`src/rtl/mem_burst_pkg.sv`:
```
// Shared types and helpers for the line-to-word burst master.
// Holds the burst FSM encoding and the line base address helper.
package mem_burst_pkg;

    typedef enum logic [1:0] {
        IDLE,
        RD,
        WR,
        DONE
    } burst_state_t;

    localparam int WORD_W = 16;
    localparam int ADDR_W = 16;
    localparam logic [1:0] WORD_MASK_FULL = 2'b11;

    // Clears the byte offset inside a line of `words` 16-bit words.
    function automatic logic [ADDR_W-1:0] line_base(
        input logic [ADDR_W-1:0] addr,
        input int                words
    );
        logic [ADDR_W-1:0] mask;
        mask = ADDR_W'(2 * words - 1);
        return addr & ~mask;
    endfunction

endpackage

```
`src/rtl/line_burst_master.sv`:
```
// Splits one cache-line fill/evict into sequential 16-bit word beats.
// All memory-side outputs are registered; nothing upstream reaches them combinationally.
module line_burst_master
    import mem_burst_pkg::*;
#(
    parameter int WORDS_PER_LINE = 8,
    localparam int LINE_W = WORD_W * WORDS_PER_LINE
) (
    input  logic              clk,
    input  logic              rst,
    input  logic              line_read,
    input  logic              line_write,
    input  logic [15:0]       line_addr,
    input  logic [LINE_W-1:0] line_wdata,
    output logic              line_resp,
    output logic [LINE_W-1:0] line_rdata,
    output logic              mem_read,
    output logic              mem_write,
    output logic [1:0]        mem_wmask,
    output logic [15:0]       mem_address,
    output logic [15:0]       mem_wdata,
    input  logic              mem_resp,
    input  logic [15:0]       mem_rdata
);

    localparam int CNT_W = $clog2(WORDS_PER_LINE);
    localparam logic [CNT_W-1:0] LAST = CNT_W'(WORDS_PER_LINE - 1);

    burst_state_t                           state_q;
    logic [CNT_W-1:0]                       cnt_q;
    logic [15:0]                            addr_q;
    logic [15:0]                            wdata_q;
    logic                                   rd_q;
    logic                                   wr_q;
    logic                                   resp_q;
    logic [WORDS_PER_LINE-1:0][WORD_W-1:0]  wbuf_q;
    logic [WORDS_PER_LINE-1:0][WORD_W-1:0]  rdata_q;

    logic [15:0]      base_d;
    logic [15:0]      addr_d;
    logic [CNT_W-1:0] cnt_d;
    logic             last_d;

    always_comb begin
        base_d = line_base(line_addr, WORDS_PER_LINE);
        addr_d = addr_q + 16'd2;
        cnt_d  = cnt_q + 1'b1;
        last_d = (cnt_q == LAST);
    end

    always_ff @(posedge clk or posedge rst) begin
        if (rst) begin
            state_q <= IDLE;
            cnt_q   <= '0;
            addr_q  <= '0;
            wdata_q <= '0;
            rd_q    <= 1'b0;
            wr_q    <= 1'b0;
            resp_q  <= 1'b0;
            wbuf_q  <= '0;
            rdata_q <= '0;
        end else begin
            unique case (state_q)
                IDLE: begin
                    // Write wins when both requests arrive together.
                    if (line_write) begin
                        state_q <= WR;
                        wr_q    <= 1'b1;
                        addr_q  <= base_d;
                        cnt_q   <= '0;
                        wbuf_q  <= line_wdata;
                        wdata_q <= line_wdata[WORD_W-1:0];
                    end else if (line_read) begin
                        state_q <= RD;
                        rd_q    <= 1'b1;
                        addr_q  <= base_d;
                        cnt_q   <= '0;
                    end
                end
                RD: begin
                    if (mem_resp) begin
                        rdata_q[cnt_q] <= mem_rdata;
                        if (last_d) begin
                            state_q <= DONE;
                            rd_q    <= 1'b0;
                            resp_q  <= 1'b1;
                            addr_q  <= '0;
                        end else begin
                            cnt_q  <= cnt_d;
                            addr_q <= addr_d;
                        end
                    end
                end
                WR: begin
                    if (mem_resp) begin
                        if (last_d) begin
                            state_q <= DONE;
                            wr_q    <= 1'b0;
                            resp_q  <= 1'b1;
                            addr_q  <= '0;
                            wdata_q <= '0;
                        end else begin
                            cnt_q   <= cnt_d;
                            addr_q  <= addr_d;
                            wdata_q <= wbuf_q[cnt_d];
                        end
                    end
                end
                DONE: begin
                    state_q <= IDLE;
                    resp_q  <= 1'b0;
                    cnt_q   <= '0;
                end
                default: state_q <= IDLE;
            endcase
        end
    end

    assign mem_read    = rd_q;
    assign mem_write   = wr_q;
    assign mem_wmask   = wr_q ? WORD_MASK_FULL : 2'b00;
    assign mem_address = addr_q;
    assign mem_wdata   = wdata_q;
    assign line_resp   = resp_q;
    assign line_rdata  = rdata_q;

endmodule

```
`config.mk`:
```
export PLATFORM = sky130hd
export DESIGN_NAME = line_burst_master
export DESIGN_NICKNAME = d
export VERILOG_FILES = /design/src/rtl/mem_burst_pkg.sv /design/src/rtl/line_burst_master.sv
export SDC_FILE = /design/constraint.sdc
export NUM_CORES = 1
export LEC_CHECK = 0
export BUFFER_PORTS_ARGS = -buffer_cell sky130_fd_sc_hd__buf_4
export CORE_ASPECT_RATIO = 0.8
export CORE_UTILIZATION = 35
export CTS_CLUSTER_DIAMETER = 150
export DETAILED_ROUTE_END_ITERATION = 10
export GPL_TIMING_DRIVEN = 0
export PLACE_DENSITY_LB_ADDON = 0.08
export SYNTH_ARGS = -nofsm -noshare
export SYNTH_HDL_FRONTEND = slang
export SYNTH_SLANG_ARGS = --single-unit
```
`constraint.sdc`:
```
create_clock -name clk -period 10.6 [get_ports clk]
set_clock_uncertainty 0.15 [all_clocks]
set_input_delay 2.12 -clock clk [delete_from_list [all_inputs] [get_ports clk]]
set_output_delay 2.12 -clock clk [all_outputs]
set_load 0.01 [all_outputs]
```
==> results.yml, run 1 <==
clock_network:
  clk_latency_ns: 0.56
  numCtsBuffers: 31
  ctsHtreeMaxLevel: 1
  cts_resized: 0
  cts_hold_buffers: 0
  clkTransAtPathRegs_ns: 0.06
  cts_max_path_buffers: 3
  cts_sinks: 295
  post_cts_buffers: 0
  cts_tree: "done"
  root_buffer: "clkbuf_16"
finish:
  drive_gt1_frac: 0.560
  fin_nets: 1393
  layout.cells.non_filler: 1727
  area_delta_synth_final_pct: 32.1
  fin_area_sq_um: 16900
power:
  pwr-share-seq: 0.375
  p_leak_uw: 0.00795
  power_uw: 5020
  power_switching_uw: 1660
  swShare: 0.331
  p_per_area_nw_per_um2: 297
  ir_drop_mv: 0.137
  power_frac_comb: 0.411
  power.internal_uw: 3360
  p_clk_frac: 0.214
synthesis:
  syn_area_per_cell_sq_um: 14.8
  synth-compound-area-share: 0.0391
  netlist_instances: 862
  syn_nets: 1034
  synth_enable_flop_cells: 0
  synth-warning-count: 0
  synth-simple-area-share: 0.0454
  synth_top_family_by_area: "multiplexers"
  synth-xor-area-share: 0
  synth_cell_types: 51
  ys_ff_latch: 295
  synthMuxAreaShare: 0.306
  synthAdderAreaFrac: 0.00686
  ys_seq_area_frac: 0.578
  synth_top_flop_cell: "dfrtp_1"
  async_reset_ff_frac: 1.00
  synth_area_sq_um: 12800
floorplanning:
  io_pins: 330
  start_util: 0.356
  die_w_um: 216
  dieArea_sq_um: 37300
  fp.dieH_um: 173
  coreArea_sq_um: 35900
  num_rows: 62
worst_setup_path:
  crit_required_ns: 8.33
  crit_path_frequent_cell: "buf_4"
  cp-endpoint: "mem_wmask[0]"
  start_kind: "flip-flop"
  critPathLaunch: "mem_write"
  reg2reg_depth: 8
  timing.rr.start: "cnt_q[1]"
  cp_cell_sequence: "buf_4 > buf_4"
  cp-end-kind: "output port"
  critPathSlowestCell: "dfrtp_1"
  max_stage_delay_ns: 0.43
  cp.arrival_ns: 1.27
  r2r_slack_ns: 7.44
  r2r_end: "mem_wdata[3]"
  crit_fanout: 4
  critical_path_class: "flip-flop to output port"
global_route:
  grt_pass1_vias: 8845
  gr-total-overflow: 0
  grt_max_degree: 120
  grt_first_pass_wirelength_um: 55900
  antenna_found_initial: 3
  grt_use_total: 0.197
drt:
  drt_iter0_markers: 369
  dr_total_vias: 8445
  postRouteAntennaNets: 0
  drc: 0
  vias_per_cell: 4.89
  wirelength_um: 36300
  drt_first_pass_iters: 4
  routedWlPerCell_um: 21.0
sta:
  period_share: 0.334
  finalMaxSlewViolations: 0
  rsz0062_at_grt: "false"
  maxSlewHeadroom: 0.445
  fin_crit_ns: 3.54
  max_freq_mhz: 283
  holdWs_ns: 0.337
  worstMarginPinSlew_ns: 0.833
  setup_violations: 0
  hold_viol_final: 0
  fin_setup_tns_ns: 0
min_path:
  min_from: "line_rdata[48]"
  worst_hold_path_type: "flip-flop to flip-flop"
  hold_path_depth: 1
placed_design:
  place_area_sq_um: 15900
  numPortBuffers: 324
  dp.final_hpwl_um: 26200
  dpl.cell_count: 1668
  globalplace.congestion: 0.770
status:
  status: "complete, no violations"
flow_run:
  drv_cap: 0
[critical path, delay by kind of cell, from the launching register on]
kind	cells	cell delay, ns
buffers and inverters	2	0.28
DFF	1	0.43
[kinds of logic after synthesis]
family,Yosys count
other,1
multiplexers,308
adder cells (fa/ha/maj),7
AND/OR/NAND/NOR,108
AO/OA/AOI/OAI,82
buffers and inverters,61
flip-flops,295
[cell usage after synthesis, drive strengths merged (2+ instances only)]
library cell / instances / area share
dfrtp: 295 / 0.58
mux2: 273 / 0.24
a21oi: 36 / 0.014
buf: 35 / 0.017
mux4: 32 / 0.063
nor2: 29 / 0.0093
nor2b: 20 / 0.0098
o21ai: 19 / 0.0074
clkbuf: 18 / 0.0053
nand2: 18 / 0.0055
nand3: 15 / 0.0059
inv: 8 / 0.0024
ha: 7 / 0.0069
a31oi: 4 / 0.0020
a32oi: 4 / 0.0027
nand2b: 4 / 0.0020
nand4: 4 / 0.0020
and4: 3 / 0.0021
mux2i: 3 / 0.0024
nor3: 3 / 0.0024
a21o: 2 / 0.0012
a22o: 2 / 0.0014
a22oi: 2 / 0.0012
and2: 2 / 0.00098
and3: 2 / 0.00098
o211ai: 2 / 0.0016
o22a: 2 / 0.0014
o311ai: 2 / 0.0014
o31ai: 2 / 0.0012
or3: 2 / 0.00098
or4: 2 / 0.0012
[final cells by class]
cell class | instances | area (sq um)
antenna | 3 | 7.51
buffer | 53 | 283
clock buffer | 47 | 926
clock inverter | 9 | 72.6
fill | 3307 | 19000
inverter | 8 | 37.5
multi-input combinational | 506 | 5070
sequential | 295 | 7380
tap | 480 | 601
timing repair buffer | 326 | 2490
[metal layers]
layer,up-vias,track usage,part of all wire
li1,3883,-,-
met1,4346,0.278,0.46
met2,185,0.314,0.47
met3,31,0.0449,0.049
met4,0,0.0343,0.013
met5,-,0,0
[worst min path at each step]
| stage | to |
|---|---|
| floorplan | wbuf_q[32] |
| global placement | line_rdata[53] |
| detailed placement | line_rdata[48] |
| CTS | line_rdata[48] |
| global route | wbuf_q[114] |
| finish | line_rdata[48] |
[sequential cells by signal, indices dropped and copies added, names as in the netlist]
| name | flops |
|---|---|
| line_rdata | 128 |
| mem_wdata | 16 |
| line_resp | 1 |
| mem_write | 1 |
| mem_address | 15 |
| mem_read | 1 |
| wbuf_q | 128 |
| cnt_q | 3 |
| state_q | 2 |
[metrics by stage]
stage | util | setup slack [ns]
finish | 0.470 | 7.06
global route | 0.470 | 7.01
CTS | 0.469 | 7.03
detailed placement | 0.442 | 6.66
global placement | 0.440 | -3.93
floorplan | - | 0.183
[power by group through the flow]
| stage | logic [uW] | registers, uW | clock network, uW |
|---|---|---|---|
| after CTS | 2100 | 1880 | 1110 |
| after detailed placement | 2100 | 1890 | 0 |
| final | 2060 | 1880 | 1080 |
| after global routing | 2240 | 1940 | 1150 |
| after global placement | 2070 | 1890 | 0 |
| after floorplan | 1210 | 1930 | 0 |
[layout by cell type (no fill, tap or decap), types with 6 or more instances in the layout]
cell type  instances
buf_4            330
dfrtp_1          295
mux2_2           267
a21oi_1           36
clkbuf_16         31
buf_2             25
clkbuf_1          25
nor2_1            25
mux4_1            21
nor2b_1           20
o21ai_0           19
nand2_1           17
nand3_1           15
mux4_2            11
clkbuf_8           9
inv_1              7
ha_1               7
clkinv_2           7
mux2_1             6
Note: power is estimated with default switching activity, not from simulation.
==> inputs of run 2 (changes only) <==
Clock period 10.6 ns to 3 ns, I/O delays scaled along.
==> results.yml, run 2 (synthesis gave the netlist of run 1 again) <==
power:
  power_uw: 18300
  p_clk_frac: 0.237
  power.internal_uw: 12400
  p_per_area_nw_per_um2: 1070
  ir_drop_mv: 0.538
  power_frac_comb: 0.399
  power_switching_uw: 5940
  swShare: 0.325
  p_leak_uw: 0.00808
  pwr-share-seq: 0.364
drt:
  wirelength_um: 36700
  routedWlPerCell_um: 21.1
  drt_first_pass_iters: 6
  vias_per_cell: 4.88
  drc: 0
  drt_iter0_markers: 320
  dr_total_vias: 8470
  postRouteAntennaNets: 0
finish:
  area_delta_synth_final_pct: 34.4
  drive_gt1_frac: 0.563
  register_area_sq_um: 7380
  final.fill_count: 3280
  final_cell_mix: "330 x buf_4, 295 x dfrtp_1, 267 x mux2_2, 36 x a21oi_1, 35 x clkbuf_16"
  multi_input_area_sq_um: 5070
  fin_nets: 1404
  final_common_cell: "buf_4"
  fin_area_sq_um: 17200
clock_network:
  cts_max_path_buffers: 3
  post_cts_buffers: 0
  clk_latency_ns: 0.52
  numCtsBuffers: 34
  clkTransAtPathRegs_ns: 0.06
  ctsHtreeMaxLevel: 2
  root_buffer: "clkbuf_16"
  cts_tree: "done"
  cts_sinks: 295
sta:
  rsz0062_at_grt: "false"
  fin_crit_ns: 2.84
  period_share: 0.947
  maxSlewHeadroom: 0.463
  max_freq_mhz: 352
  worst_slack_ns: 0.158
  worstMarginPinSlew_ns: 0.806
  finalMaxSlewViolations: 0
  setup_violations: 0
  hold_viol_final: 0
min_path:
  worst_hold_path_type: "input port to flip-flop"
worst_setup_path:
  critPathLaunch: "cnt_q[1]"
  crit_required_ns: 3.22
  timing.rr.start: "cnt_q[1]"
  start_kind: "flip-flop"
  critical_path_class: "flip-flop to flip-flop"
  reg2reg_depth: 8
  cp.arrival_ns: 3.06
  cp-endpoint: "mem_wdata[2]"
  r2r_end: "mem_wdata[2]"
  critPathSlowestCell: "dfrtp_1"
  max_stage_delay_ns: 0.46
  crit_fanout: 10
  cp_cell_sequence: "ha_1 > ha_1 > clkbuf_1 > clkbuf_4 > mux4_1 > mux2_2 > a21oi_1 > a21oi_1"
  r2r_slack_ns: 0.16
  cp-end-kind: "flip-flop"
global_route:
  gr-total-overflow: 0
  top_usage_layer: "met2"
  globalRouteMet3Util: 0.0485
  grt_pass1_vias: 8796
  grt_first_pass_wirelength_um: 56200
  grtUsageMet2: 0.321
  grt_use_total: 0.200
  use_met1: 0.274
  grt_max_degree: 40
  antenna_found_initial: 4
floorplanning:
  dieArea_sq_um: 37300
  start_util: 0.356
  coreArea_sq_um: 35900
  num_rows: 62
  fp.dieH_um: 173
  io_pins: 330
  die_w_um: 216
placed_design:
  numPortBuffers: 324
  place_area_sq_um: 16000
  place_ws_ns: -0.119
  globalplace.congestion: 0.767
  dp.final_hpwl_um: 26900
status:
  status: "complete, no violations"
flow_run:
  drv_cap: 0
run 2: metrics by stage:
| step | std cells | hold slack, ns | setup TNS, ns | util |
|---|---|---|---|---|
| after global routing | 1733 | 0.137 | 0 | 0.478 |
| after detailed placement | 1675 | 0.328 | -0.975 | 0.445 |
| after CTS | 1733 | 0.129 | 0 | 0.477 |
| final | 1735 | 0.147 | 0 | 0.478 |
| after global placement | 1666 | 0.323 | -1125.75 | 0.440 |
| after floorplan | 862 | 0.320 | -491.80 | - |
run 2: repair_timing:
| item | CTS | global route |
|---|---|---|
| pin swaps | 0 | 0 |
| resized for setup | 1 | 3 |
| setup endpoints to repair | 10 | 6 |
| hold endpoints to repair | 13 | 0 |
| hold buffers | 1 | 0 |
run 2: area by class of cell:
type | instances | share of cell area
buffer | 53 | 0.0168
timing repair buffer | 334 | 0.153
tap | 480 | 0.0350
clock inverter | 7 | 0.00809
inverter | 8 | 0.00197
antenna | 2 | 0.000292
clock buffer | 50 | 0.0590
multi-input combinational | 506 | 0.296
sequential | 295 | 0.430
run 2: metal layers:
metal  share of wire  routed length (um)
met1            0.45               16700
met4           0.017                 627
met5         0.00085                  31
met3           0.055                2020
met2            0.47               17300
run 2: power groups by stage:
stage	logic [uW]	clock network, uW	registers, uW
floorplan	4270	0	6830
global placement	7300	0	6700
detailed placement	7420	0	6720
CTS	7440	4460	6660
global route	7910	4630	6890
finish	7300	4340	6660
run 2: how the worst min path moves through the flow:
stage / from / endpoint / cells past startpoint
final: line_addr[13] / mem_address[13] / 3
after global placement: line_rdata[48] / line_rdata[48] / 1
after global routing: line_addr[13] / mem_address[13] / 3
after floorplan: wbuf_q[32] / wbuf_q[32] / 1
after CTS: line_addr[13] / mem_address[13] / 3
after detailed placement: line_rdata[56] / line_rdata[56] / 1
run 2: worst max-delay path, delay by kind of cell (launching register included):
kind,cells,cell delay [ns]
AO/OA/AOI/OAI,2,0.24
adder cells (fa/ha/maj),2,0.49
buffers and inverters,2,0.69
flip-flops,1,0.46
multiplexers,2,0.67
==> inputs of run 3 (changes only) <==
Settings changed: CELL_PAD_IN_SITES_DETAIL_PLACEMENT from default to 1, CELL_PAD_IN_SITES_GLOBAL_PLACEMENT from default to 1.
==> results.yml, run 3 (synthesis gave the netlist of run 1 again) <==
status:
  status: "complete, no violations"
global_route:
  grt_max_degree: 41
  antenna_found_initial: 2
  grt_pass1_vias: 9324
  top_usage_layer: "met2"
  grt_first_pass_wirelength_um: 59500
  grtUsageMet2: 0.351
  globalRouteMet3Util: 0.0477
  gr-total-overflow: 0
  grt_use_total: 0.211
  use_met1: 0.279
drt:
  wirelength_um: 38600
  drc: 0
  routedWlPerCell_um: 22.2
  postRouteAntennaNets: 0
  dr_total_vias: 8570
  drt_first_pass_iters: 4
  vias_per_cell: 4.94
  drt_iter0_markers: 370
sta:
  finalMaxSlewViolations: 0
  worstMarginPinSlew_ns: 0.818
  fin_setup_tns_ns: 0
  setup_violations: 0
  hold_viol_final: 0
  worst_slack_ns: 0.181
  max_freq_mhz: 355
  maxSlewHeadroom: 0.455
  period_share: 0.940
  fin_crit_ns: 2.82
  rsz0062_at_grt: "false"
worst_setup_path:
  max_stage_delay_ns: 0.45
  cp_cell_sequence: "ha_1 > ha_1 > clkbuf_1 > buf_2 > mux4_2 > mux2_2 > a21oi_1 > a21oi_1"
  critical_path_class: "flip-flop to flip-flop"
  crit_fanout: 10
  cp-end-kind: "flip-flop"
  critPathSlowestCell: "dfrtp_1"
  crit_required_ns: 3.22
  start_kind: "flip-flop"
  cp.arrival_ns: 3.03
floorplanning:
  die_w_um: 216
  dieArea_sq_um: 37300
  fp.dieH_um: 173
  coreArea_sq_um: 35900
  start_util: 0.356
  num_rows: 62
  io_pins: 330
placed_design:
  dp.final_hpwl_um: 28600
  numPortBuffers: 324
  place_ws_ns: -0.126
  globalplace.congestion: 0.754
finish:
  multi_input_area_sq_um: 5070
  fin_nets: 1402
  drive_gt1_frac: 0.565
  register_area_sq_um: 7380
  final_common_cell: "buf_4"
  area_delta_synth_final_pct: 34.4
  final.fill_count: 3676
  post-route-util: 0.478
  final_cell_mix: "330 x buf_4, 295 x dfrtp_1, 267 x mux2_2, 36 x a21oi_1, 35 x clkbuf_16"
clock_network:
  post_cts_buffers: 0
  clkTransAtPathRegs_ns: 0.06
  cts_sinks: 295
  numCtsBuffers: 34
  ctsHtreeMaxLevel: 2
  clk_latency_ns: 0.52
  cts_hold_buffers: 0
  root_buffer: "clkbuf_16"
  cts_max_path_buffers: 3
  cts_tree: "done"
power:
  p_per_area_nw_per_um2: 1080
  power_uw: 18500
  p_leak_uw: 0.00808
  ir_drop_mv: 0.350
flow_run:
  drv_cap: 0
min_path:
  worst_hold_path_type: "input port to async pin"
-- run 3: cell count changes in the layout (fill, tap and decap cells not counted), sizes merged --
cell / previous run / this run
buf: 367 / 366
clkinv: 2 / 3
clkinvlp: 1 / 3
dlygate4sd3: 1 / 0
-- run 3: repair_timing --
item,in CTS,in global routing
resized for setup,1,3
pin swaps,0,0
setup endpoints to repair,10,4
-- run 3: through the flow --
stage / cells / hold WS (ns) / instance area [sq um]
2_1_floorplan: 862 / 0.320 / 12800
3_3_place_gp: 1666 / 0.323 / 15800
3_5_place_dp: 1674 / 0.330 / 16000
4_1_cts: 1734 / 0.0140 / 17100
5_1_grt: 1736 / 0.0470 / 17200
6_report: 1736 / 0.0216 / 17200
-- run 3: cell type report --
type,instances,area share
inverter,8,0.00197
multi-input combinational,506,0.296
antenna,2,0.000292
clock inverter,10,0.00926
timing repair buffer,332,0.151
buffer,53,0.0168
sequential,295,0.430
tap,480,0.0350
clock buffer,50,0.0596
-- run 3: worst paths after layout --
kind / startpoint / end / slack (ns) / depth (start not counted)
worst min register to register: line_rdata[57] / line_rdata[57] / 0.34 / 1
worst max-delay path: cnt_q[1] / mem_wdata[11] / 0.18 / 8
worst min-delay path: rst / line_rdata[62] / 0.02 / 2
max in group asynchronous: rst / wbuf_q[35] / 1.53 / 5
min in group clk: line_addr[11] / mem_address[11] / 0.15 / 3
worst max register to register: cnt_q[1] / mem_wdata[11] / 0.18 / 8
-- run 3: where the power goes --
group | internal [uW] | switching [uW] | total, uW
Clock | 2710 | 1690 | 4400
Combinational | 3970 | 3430 | 7410
Sequential | 5710 | 986 | 6700
-- run 3: per-layer routing --
metal  routed length [um]  vias up
met2                19100      164
li1                     -     3890
met1                17000     4473
met3                 1860       43
met5                    0        -
met4                  575        0
-- run 3: worst max-delay path, delay by kind of cell (launching register included) --
kind,cells,cell delay [ns]
multiplexers,2,0.71
buffers and inverters,2,0.66
adder cells (fa/ha/maj),2,0.47
flip-flops,1,0.45
AO/OA/AOI/OAI,2,0.22
